`config.mk`:
```
export PLATFORM = sky130hd
export DESIGN_NAME = if_fetch_stage_flat
export DESIGN_NICKNAME = d
export VERILOG_FILES = /design/src/rtl/if_fetch_stage_if.sv /design/src/rtl/if_fetch_stage.sv /design/src/flat_wrapper.sv
export SDC_FILE = /design/constraint.sdc
export NUM_CORES = 1
export LEC_CHECK = 0
export ABC_CLOCK_PERIOD_IN_PS = 5470
export CORE_MARGIN = 8
export CORE_UTILIZATION = 47
export DETAILED_ROUTE_END_ITERATION = 8
export PLACE_DENSITY = 0.76
export SYNTH_ARGS = -nofsm -noshare
export SYNTH_HDL_FRONTEND = slang
export SYNTH_SLANG_ARGS = --single-unit
```
`constraint.sdc`:
```
create_clock -name clk -period 5.47 [get_ports clk]
set_input_delay 0.8205 -clock clk [delete_from_list [all_inputs] [get_ports clk]]
set_output_delay 0.8205 -clock clk [all_outputs]
set_load 0.005 [all_outputs]
```
`src/rtl/if_fetch_stage_if.sv`:
```
// Fetch-stage bundle: redirect input, instruction-memory request/ack bus and decode handshake.
// The master modport is the fetch stage; the slave modport is memory, decode and the branch unit.
interface if_fetch_stage_if #(
  parameter int WIDTH = 32
);
  logic             redirect;
  logic [WIDTH-1:0] redirect_pc;
  logic             imem_req;
  logic [WIDTH-1:0] imem_addr;
  logic             imem_ack;
  logic [WIDTH-1:0] imem_rdata;
  logic             id_valid;
  logic             id_ready;
  logic [WIDTH-1:0] id_pc;
  logic [WIDTH-1:0] id_instr;

  modport master (
    input  redirect, redirect_pc, imem_ack, imem_rdata, id_ready,
    output imem_req, imem_addr, id_valid, id_pc, id_instr
  );

  modport slave (
    output redirect, redirect_pc, imem_ack, imem_rdata, id_ready,
    input  imem_req, imem_addr, id_valid, id_pc, id_instr
  );
endinterface

```
`src/rtl/if_fetch_stage.sv`:
```
// Instruction fetch stage: one outstanding memory request, registered output slot plus one skid entry,
// and a DROP state that discards the in-flight response after a redirect.
module if_fetch_stage #(
  parameter int               WIDTH    = 32,
  parameter logic [WIDTH-1:0] RESET_PC = 32'h0000_0000
) (
  input  logic             clk,
  input  logic             rst,
  if_fetch_stage_if.master bus
);

  typedef enum logic {RUN, DROP} state_t;

  state_t           state;
  logic [WIDTH-1:0] pc;
  logic [WIDTH-1:0] drop_addr;
  logic             id_valid;
  logic [WIDTH-1:0] id_pc;
  logic [WIDTH-1:0] id_instr;
  logic             skid_valid;
  logic [WIDTH-1:0] skid_pc;
  logic [WIDTH-1:0] skid_instr;

  logic             req;
  logic             ack;
  logic             slot_free;
  logic [WIDTH-1:0] target;
  logic             unused_lo;

  // A full skid entry implies the output slot is also full, so no new request is issued.
  assign req       = (state == DROP) | ((state == RUN) & !skid_valid);
  assign ack       = req & bus.imem_ack;
  assign slot_free = !id_valid | bus.id_ready;
  assign target    = {bus.redirect_pc[WIDTH-1:2], 2'b00};
  assign unused_lo = ^bus.redirect_pc[1:0];

  assign bus.imem_req  = req;
  assign bus.imem_addr = (state == DROP) ? drop_addr : pc;
  assign bus.id_valid  = id_valid;
  assign bus.id_pc     = id_pc;
  assign bus.id_instr  = id_instr;

  // NOTE: all state is updated with non-blocking assignments so every register sees
  // the pre-edge values of the others, regardless of statement order in this block.
  always_ff @(posedge clk or posedge rst) begin
    if (rst) begin
      state      <= RUN;
      pc         <= RESET_PC;
      drop_addr  <= '0;
      id_valid   <= 1'b0;
      id_pc      <= '0;
      id_instr   <= '0;
      skid_valid <= 1'b0;
      skid_pc    <= '0;
      skid_instr <= '0;
    end else if (bus.redirect) begin
      id_valid   <= 1'b0;
      skid_valid <= 1'b0;
      pc         <= target;
      // A request still in flight must be held on the bus and its response thrown away.
      if (state == RUN && req && !bus.imem_ack) begin
        drop_addr <= pc;
        state     <= DROP;
      end else if (state == DROP && bus.imem_ack) begin
        state <= RUN;
      end
    end else if (state == DROP) begin
      if (bus.imem_ack) state <= RUN;
    end else begin
      if (slot_free) begin
        if (skid_valid) begin
          id_valid   <= 1'b1;
          id_pc      <= skid_pc;
          id_instr   <= skid_instr;
          skid_valid <= 1'b0;
        end else if (ack) begin
          id_valid <= 1'b1;
          id_pc    <= pc;
          id_instr <= bus.imem_rdata;
        end else begin
          id_valid <= 1'b0;
        end
      end else if (ack) begin
        skid_valid <= 1'b1;
        skid_pc    <= pc;
        skid_instr <= bus.imem_rdata;
      end
      if (ack) pc <= pc + WIDTH'(4);
    end
  end

endmodule
```
`src/flat_wrapper.sv`:
```
// flat-port wrapper written by rule: the top's interface ports become plain ports
module if_fetch_stage_flat 
#(
  parameter int               WIDTH    = 32,
  parameter logic [WIDTH-1:0] RESET_PC = 32'h0000_0000
)
  (clk, rst, bus_redirect, bus_redirect_pc, bus_imem_ack, bus_imem_rdata, bus_id_ready, bus_imem_req, bus_imem_addr, bus_id_valid, bus_id_pc, bus_id_instr);
  if_fetch_stage_if #(.WIDTH(WIDTH)) bus_i ();
  input  logic clk;
  input  logic rst;
  input wire logic [$bits(bus_i.redirect)-1:0] bus_redirect;
  input wire logic [$bits(bus_i.redirect_pc)-1:0] bus_redirect_pc;
  input wire logic [$bits(bus_i.imem_ack)-1:0] bus_imem_ack;
  input wire logic [$bits(bus_i.imem_rdata)-1:0] bus_imem_rdata;
  input wire logic [$bits(bus_i.id_ready)-1:0] bus_id_ready;
  output wire logic [$bits(bus_i.imem_req)-1:0] bus_imem_req;
  output wire logic [$bits(bus_i.imem_addr)-1:0] bus_imem_addr;
  output wire logic [$bits(bus_i.id_valid)-1:0] bus_id_valid;
  output wire logic [$bits(bus_i.id_pc)-1:0] bus_id_pc;
  output wire logic [$bits(bus_i.id_instr)-1:0] bus_id_instr;
  assign bus_i.redirect = bus_redirect;
  assign bus_i.redirect_pc = bus_redirect_pc;
  assign bus_i.imem_ack = bus_imem_ack;
  assign bus_i.imem_rdata = bus_imem_rdata;
  assign bus_i.id_ready = bus_id_ready;
  assign bus_imem_req = bus_i.imem_req;
  assign bus_imem_addr = bus_i.imem_addr;
  assign bus_id_valid = bus_i.id_valid;
  assign bus_id_pc = bus_i.id_pc;
  assign bus_id_instr = bus_i.id_instr;
  if_fetch_stage #(.WIDTH(WIDTH), .RESET_PC(RESET_PC)) u_core (.clk(clk), .rst(rst), .bus(bus_i));
endmodule
```
==> impl_metrics.toml, run 1 <==
[clock_tree]
htreeDepth = 4
clk_path_buf_depth = 2
cts_root_buf = "clkbuf_16"
cts.sinks = 187
cts_hold_buffers = 0
post_cts_resized = 0
cts_setup_buffers = 0
clk_pin_slew_ns = 0.07
clock_latency_ns = 0.43
cts_buffers = 17
cts_tree = "done"

[critical_path]
cp_cell_sequence = "mux2_2 > clkdlybuf4s50_1"
cp_max_fo = 40
required_ns = 4.65
worstPathArrival_ns = 2.33
endpoint_kind = "output port"
critPathSlowestCell = "dfrtp_2"
crit_type = "reg -> out"
slowest_delay_ns = 1.00
critPathLaunchType = "flip-flop"

[power_and_ir_drop]
intPower_uw = 3350
peakVddDrop_uv = 223
p_clk_share_pct = 31.2
pwr-share-seq_pct = 44.9
power_switching_uw = 1190
p_sw_share_pct = 26.2
p_per_area_nw_per_um2 = 413
p_comb_share_pct = 24.0
p_leak_uw = 0.00442

[yosys]
syn_area_um2 = 8600
ys_ff_latch = 187
synth_ff_type = "dfrtp_1"
yosysWarningCount = 0
synth.avg_cell_area_um2 = 11.3
synthArstFlopShare_pct = 100
synthDistinctLibCells = 45
netlist_instances = 759
seq_area_frac_synth_pct = 54.4
synth_edf_count = 0

[sta]
max_freq_mhz = 317
tightestPinTransition_ns = 1.02
drv_slew = 0
period_minus_slack_ns = 3.15
setup_viol = 0
rsz0062_at_grt = "false"
timing_hold_violations_final = 0
setup_tns_ns = 0
slew_headroom_pct = 32.2
timing.hold.ws_ns = 0.489
skew_ns = 0.0157
timing.final.crit_share_pct = 57.7

[floorplan]
io-pin-count = 167
dieHeight_um = 151
core_um2 = 18000
chipWidth_um = 151
start_util_pct = 47.9
placementRows = 49
die_area_um2 = 22900

[finish]
syn_to_final_growth_pct = 27.7
regArea_um2 = 4680
stdcell_count = 1124
drive_gt1_share_pct = 18.2
final_nets = 952
final_area_um2 = 11000
antenna_cells = 0
num-fill-cells = 1500
multi_input_area_um2 = 3630

[grt]
grt_pass1_vias = 6468
grt.total_usage_pct = 18.5
gr-total-overflow = 0
grt_antenna_before_repair = 1
grt_max_degree = 188
grt_pass1_wl_um = 33400

[placement]
gp_congestion = 0.742
dp_cells = 1092
placed_area_um2 = 10300
numPortBuffers = 160
dpl.hpwl_um = 13400

[drt]
ant_nets = 0
topRoutingLayerUsed = "met5"
first_pass_iters = 4
wl_met3_um = 1230
vias_per_cell = 5.48
wl_per_cell_um = 18.2
wl_um = 20500
drt_iter0_drc = 281
wl_met1_um = 9490
drc = 0
wl_met2_um = 9610
vias = 6158

[min_path]
min_path_type = "reg -> reg"

[job]
max-cap-violations = 0

[run_status]
status = "completed"
state kept, by name, summed over array words and instances, names as in the netlist:
| register | cells |
|---|---|
| u_core.drop_addr | 30 |
| u_core.bus.id_valid | 1 |
| u_core.pc | 30 |
| u_core.skid_valid | 1 |
| u_core.bus.id_instr | 32 |
| u_core.skid_instr | 32 |
| u_core.skid_pc | 30 |
| u_core.state | 1 |
| u_core.bus.id_pc | 30 |
per-layer routing:
metal,track usage (%),vias to the layer above
met5,0,-
met4,5.00,2
met3,4.54,10
met2,29.4,149
met1,24.7,3052
li1,-,2945
cells in the final DEF (no fill, tap or decap), types with 8 or more instances in the layout:
master,instances
dfrtp_1,185
clkdlybuf4s50_1,159
mux2_2,115
nor2_1,79
a21oi_1,65
mux2i_1,63
nand2_1,40
nand3_1,21
o21ai_0,19
clkbuf_16,17
or4_1,15
a31oi_1,9
inv_1,8
nand4_1,8
cell usage after synthesis, types with 6 or more instances:
master	n	area (um^2)
o21ai_0	19	95.1
nand4_1	8	50.1
dfrtp_1	187	4680
nand2_1	40	150
or4_1	15	113
o211ai_1	6	45.0
xnor2_1	7	61.3
nor3_1	7	35.0
mux2i_1	63	631
a31oi_1	9	56.3
nor2_1	79	297
clkbuf_1	42	158
inv_1	9	33.8
buf_1	15	56.3
mux2_2	115	1290
nand3_1	21	105
a21oi_1	65	325
o31ai_1	6	45.0
metrics by stage:
step	utilization, %	setup slack (ns)	power (uW)
3_5_place_dp	57.4	1.97	3170
4_1_cts	61.2	2.28	4590
5_1_grt	61.2	2.19	4800
3_3_place_gp	57.4	2.04	3120
2_1_floorplan	-	2.24	2570
6_report	61.2	2.32	4540
cells by family after synthesis:
group / after synthesis / synth area share, %
AO/OA/AOI/OAI: 117 / 7.85
buffers and inverters: 75 / 3.66
multiplexers: 178 / 22.4
flip-flops: 187 / 54.4
XOR/XNOR: 8 / 0.814
AND/OR/NAND/NOR: 192 / 10.7
other: 1 / 0.0436
adder cells (fa/ha/maj): 1 / 0.145
critical path: cells and delay by family, from the launching register on:
family                 cells  cell delay, ns
DFF                        1            1.00
buffers and inverters      1            0.49
muxes                      1            0.41
layout make-up:
cell class,instances,share of cell area (%)
flip-flops and latches,187,42.6
multi-input cells,500,33.1
repair buffers,167,15.1
clock buffers,19,4.03
well taps,229,2.61
clock inverters,13,2.16
inverters,9,0.342
final timing paths:
check	cells after the start	end	from	slack, ns
setup / recovery	2	bus_imem_addr[30]	u_core.state$_DFFE_PP0P_	2.32
hold / removal	2	u_core.skid_pc[5]$_DFFE_PP0P_	u_core.skid_pc[5]$_DFFE_PP0P_	0.49
setup reg to reg	4	u_core.pc[28]$_DFFE_PP0P_	u_core.state$_DFFE_PP0P_	2.36
hold reg to reg	2	u_core.skid_pc[5]$_DFFE_PP0P_	u_core.skid_pc[5]$_DFFE_PP0P_	0.49
max in group asynchronous	3	u_core.drop_addr[20]$_DFFE_PP0P_	rst	3.68
min in group asynchronous	3	u_core.bus.id_instr[20]$_DFFE_PP0P_	rst	1.03
power by group through the flow:
| stage | clock, uW | sequential, uW | combinational (uW) |
|---|---|---|---|
| floorplan | 0 | 1980 | 590 |
| CTS | 1440 | 2040 | 1110 |
| finish | 1420 | 2040 | 1090 |
| detailed placement | 0 | 2060 | 1100 |
| global route | 1500 | 2100 | 1200 |
| global placement | 0 | 2040 | 1080 |
Power figures use the tool's default switching activity.
==> run 2: changes to the inputs <==
--- a/config.mk
+++ b/config.mk
@@ -5,11 +5,11 @@
 export SDC_FILE = /design/constraint.sdc
 export NUM_CORES = 1
 export LEC_CHECK = 0
-export ABC_CLOCK_PERIOD_IN_PS = 5470
+export ABC_CLOCK_PERIOD_IN_PS = 3050
 export CORE_MARGIN = 8
-export CORE_UTILIZATION = 47
+export CORE_UTILIZATION = 52
 export DETAILED_ROUTE_END_ITERATION = 8
-export PLACE_DENSITY = 0.76
+export PLACE_DENSITY = 0.8
 export SYNTH_ARGS = -nofsm -noshare
 export SYNTH_HDL_FRONTEND = slang
 export SYNTH_SLANG_ARGS = --single-unit
==> constraint.sdc (replaced) <==
create_clock -name clk -period 3.05 [get_ports clk]
set_input_delay 0.4575 -clock clk [delete_from_list [all_inputs] [get_ports clk]]
set_output_delay 0.4575 -clock clk [all_outputs]
set_load 0.005 [all_outputs]
==> run 2 against run 1 <==
Net effect:
- setup slack lost 1.8 ns
- power is 71% higher
- global-route usage is 1.5 points higher
- hold slack got worse by 0.087 ns
- sequential share of layout area down 0.083 points
- register-to-register slack got worse by 1.7 ns
- core utilization increased by 5.9 points
==> impl_metrics.toml, run 2 (synthesis gave the netlist of run 1 again) <==
[run_status]
status = "completed"

[finish]
syn_to_final_growth_pct = 27.9
final_common_cell = "dfrtp_1"
regArea_um2 = 4680
top_regs = "u_core.bus.id_instr (32), u_core.skid_instr (32)"
drive_gt1_share_pct = 19.3
final_nets = 964
multi_input_area_um2 = 3630
num-fill-cells = 1241
final_cell_mix = "dfrtp_1 (185), clkdlybuf4s50_1 (159), mux2_2 (115)"
antenna_cells = 0
final_area_um2 = 11000

[power_and_ir_drop]
p_per_area_nw_per_um2 = 706
p_clk_share_pct = 27.3
p_comb_share_pct = 26.1
p_sw_share_pct = 27.7
power_switching_uw = 2150
peakVddDrop_uv = 410
pwr-share-seq_pct = 46.6
intPower_uw = 5620
p_leak_uw = 0.00445

[drt]
drc = 0
vias = 6347
ant_nets = 0
first_pass_iters = 4
wl_um = 20500
vias_per_cell = 5.63
wl_per_cell_um = 18.2
drt_iter0_drc = 269

[clock_tree]
cts.sinks = 187
clock_latency_ns = 0.43
cts_tree = "done"
cts_buffers = 17
clk_path_buf_depth = 2
post_cts_resized = 0
cts_root_buf = "clkbuf_16"
clk_pin_slew_ns = 0.07
htreeDepth = 4
cts_hold_buffers = 0
cts_setup_buffers = 0

[sta]
setup_ws_ns = 0.472
timing.final.crit_share_pct = 84.5
max_freq_mhz = 388
setup_viol = 0
timing_hold_violations_final = 0
rsz0062_at_grt = "false"
tightestPinTransition_ns = 0.891
timing.hold.ws_ns = 0.402
skew_ns = 0.00965
period_minus_slack_ns = 2.58
slew_headroom_pct = 40.6
drv_slew = 0
setup_tns_ns = 0

[floorplan]
chipWidth_um = 145
placementRows = 47
dieHeight_um = 145
start_util_pct = 52.4
io-pin-count = 167
die_area_um2 = 20900
core_um2 = 16400

[critical_path]
critPathLaunchType = "flip-flop"
endpoint_kind = "output port"
critPathSlowestCell = "clkdlybuf4s50_1"
worstPathArrival_ns = 2.12
crit_type = "reg -> out"
cp.buffers_inverters = 2
crit_path_start = "u_core.state$_DFFE_PP0P_"
required_ns = 2.59
critPathTopFamily = "buffers and inverters"
slowest_delay_ns = 0.46
cp_max_fo = 39
rr_startpoint = "u_core.skid_valid$_DFFE_PP0P_"
cp_cell_sequence = "buf_4 > mux2_2 > clkdlybuf4s50_1"

[min_path]
min_path_type = "in -> async"

[grt]
grt_antenna_before_repair = 0
gr-total-overflow = 0
grt_pass1_wl_um = 32400
grt.total_usage_pct = 20.0
grt_pass1_vias = 6235
grt_max_degree = 66

[placement]
dpl.hpwl_um = 13800
placed_area_um2 = 10400
gp_congestion = 0.762
numPortBuffers = 160
pre_cts_ws_ns = 0.120

[job]
max-cap-violations = 0
## run 2: power groups by stage
| stage | Combinational, uW | Clock [uW] | Sequential (uW) |
|---|---|---|---|
| finish | 2030 | 2120 | 3620 |
| floorplan | 1060 | 0 | 3560 |
| CTS | 2070 | 2160 | 3620 |
| detailed placement | 2050 | 0 | 3660 |
| global route | 2210 | 2250 | 3710 |
| global placement | 2000 | 0 | 3610 |
## run 2: worst paths after layout
kind                                                          end  slack (ns)  cells past startpoint
worst max-delay path                            bus_imem_addr[19]        0.47                      3
worst min-delay path            u_core.skid_instr[31]$_DFFE_PP0P_        0.40                      2
worst max register to register          u_core.pc[16]$_DFFE_PP0P_        0.62                      5
worst min register to register      u_core.skid_pc[5]$_DFFE_PP0P_        0.49                      2
max in group asynchronous        u_core.drop_addr[16]$_DFFE_PP0P_        2.01                      3
min in group clk                         u_core.pc[4]$_DFFE_PP0P_        0.46                      3
## run 2: area by class of cell
cell class	count	area share (%)
multi-input cells	500	33.0
clock inverters	13	1.07
repair buffers	179	16.5
flip-flops and latches	187	42.6
inverters	9	0.341
well taps	220	2.50
clock buffers	19	4.02
## run 2: worst reg2reg max path: cells and delay by family (launching register included)
kind,cells,cell delay (ns)
and+or+nand+nor,4,1.64
DFF,1,0.46
buffers and inverters,1,0.26
## run 2: metrics by stage
step,std cells,utilization [%],power (uW)
after global placement,1095,63.7,5610
final,1127,67.1,7770
after global routing,1127,67.1,8180
after CTS,1127,67.1,7850
after detailed placement,1095,63.7,5710
after floorplan,762,-,4620
## run 2: metal layers
| layer | up-vias | share of wire, % | GRT usage, % |
|---|---|---|---|
| met3 | 18 | 5.7 | 4.19 |
| li1 | 2984 | - | - |
| met4 | 0 | 0.95 | 5.59 |
| met2 | 178 | 49 | 32.7 |
| met5 | - | 0 | 0 |
| met1 | 3167 | 45 | 26.2 |
==> RTL edit (settings of run 1) <==
`WIDTH` is set to 32 in 3 places; all go to 48.
--- a/src/rtl/if_fetch_stage_if.sv
+++ b/src/rtl/if_fetch_stage_if.sv
@@ -2,5 +2,5 @@
 // The master modport is the fetch stage; the slave modport is memory, decode and the branch unit.
 interface if_fetch_stage_if #(
-  parameter int WIDTH = 32
+  parameter int WIDTH = 48
 );
   logic             redirect;
--- a/src/rtl/if_fetch_stage.sv
+++ b/src/rtl/if_fetch_stage.sv
@@ -2,5 +2,5 @@
 // and a DROP state that discards the in-flight response after a redirect.
 module if_fetch_stage #(
-  parameter int               WIDTH    = 32,
+  parameter int               WIDTH    = 48,
   parameter logic [WIDTH-1:0] RESET_PC = 32'h0000_0000
 ) (
--- a/src/flat_wrapper.sv
+++ b/src/flat_wrapper.sv
@@ -2,5 +2,5 @@
 module if_fetch_stage_flat 
 #(
-  parameter int               WIDTH    = 32,
+  parameter int               WIDTH    = 48,
   parameter logic [WIDTH-1:0] RESET_PC = 32'h0000_0000
 )
Ports: changed (5 resized); port bits go from 167 to 247. The function was not compared with the original's and may differ.
==> RTL edit against run 1 <==
  * Combinational power rose by 51%
  * Wire length up 58%
  * Die area increased by 46%
  * Via count is 49% higher
  * Total power up 50%
  * Clock skew is 0.0054 ns lower
  * Worst setup slack worse by 0.52 ns
  * Largest power group unchanged
  * Sequential power up 51%
  * Sequential cell count rose by 96
  * Area after synthesis up 52%
  * Highest routed layer unchanged
  * Cell area grew 51%
==> RTL edit: results (changes against run 1) <==
metric	value	unit	change
Worst Path Arrival	2.85	ns	+0.52 ns
worst slew pin tran	0.988	ns	-0.0299 ns
Switching Share	26.6	%	+0.40 points
vias in the first global route	9423		+46%
largest net degree at the start of global routing	190		+1.1%
crit path max fanout	36		-10%
status	finished, final reports clean		
Layout Nets	1410		+48%
Multi-In Gates	735		+47%
met1 WL	14.7	mm	+55%
largest cells by area after synthesis	dfrtp_1 54%, mux2_2 16%, mux2i_1 7.3%, a21oi_1 3.6%, nor2_1 3.1%		
sequential cell area fraction in the yosys report	54.1	%	-0.33 points
Setup Skew	0.0103	ns	-0.00539 ns
P_leak	6.75	nW	+53%
ClkCell Share	6.12	%	-0.080 points
flops & latches, synth	283		+51%
Port Buffers	240		+50%
met3 WL	2.30	mm	+86%
Routed WL per cell	19.0	µm	+4.2%
initial DRC count	556		+98%
Synth Instances	1121		+48%
layout cells sized above 1	19.7	%	+1.5 points
pre-CTS setup slack	1.93	ns	-0.0422 ns
total CTS buffers	30		+13
number of distinct library cells after synthesis	47		+4.4%
final instance area	0.0166	mm²	+51%
==> RTL edit: kinds of logic (layout without fill, tap and decap cells) <==
| family | count (synthesis) | count (layout) | share of synthesized area [%] |
|---|---|---|---|
| flops | 283 | 283 | 54.1 |
| buf+inv | 106 | 312 | 4.41 |
| compound gates | 153 | 153 | 6.16 |
| fa+ha+maj | 1 | 1 | 0.0955 |
| xor+xnor | 35 | 35 | 2.34 |
| simple gates | 261 | 261 | 9.67 |
| other cells | 1 | 5 | 0.0286 |
| mux | 281 | 281 | 23.2 |
==> RTL edit: worst max-delay path: stages, from the launching register on <==
cell	delay, ns
dfrtp_2	0.98
buf_4	0.44
mux2_2	0.40
clkdlybuf4s50_1	0.47
==> RTL edit: power groups by stage <==
| stage | Sequential [mW] | Clock, mW | Combinational, mW |
|---|---|---|---|
| floorplan | 2.99 | 0 | 0.904 |
| global placement | 3.08 | 0 | 1.63 |
| detailed placement | 3.11 | 0 | 1.67 |
| CTS | 3.08 | 2.11 | 1.68 |
| global route | 3.16 | 2.20 | 1.81 |
| finish | 3.08 | 2.06 | 1.65 |
==> RTL edit: worst paths after layout <==
path / depth (start not counted) / to / startpoint
setup / recovery: 3 / bus_imem_addr[24] / u_core.state$_DFFE_PP0P_
hold / removal: 2 / u_core.skid_pc[37]$_DFFE_PP0P_ / u_core.skid_pc[37]$_DFFE_PP0P_
setup reg to reg: 4 / u_core.skid_pc[38]$_DFFE_PP0P_ / u_core.skid_valid$_DFFE_PP0P_
hold reg to reg: 2 / u_core.skid_pc[37]$_DFFE_PP0P_ / u_core.skid_pc[37]$_DFFE_PP0P_
max in group asynchronous: 3 / u_core.pc[46]$_DFFE_PP0P_ / rst
min in group asynchronous: 3 / u_core.bus.id_pc[3]$_DFFE_PP0P_ / rst
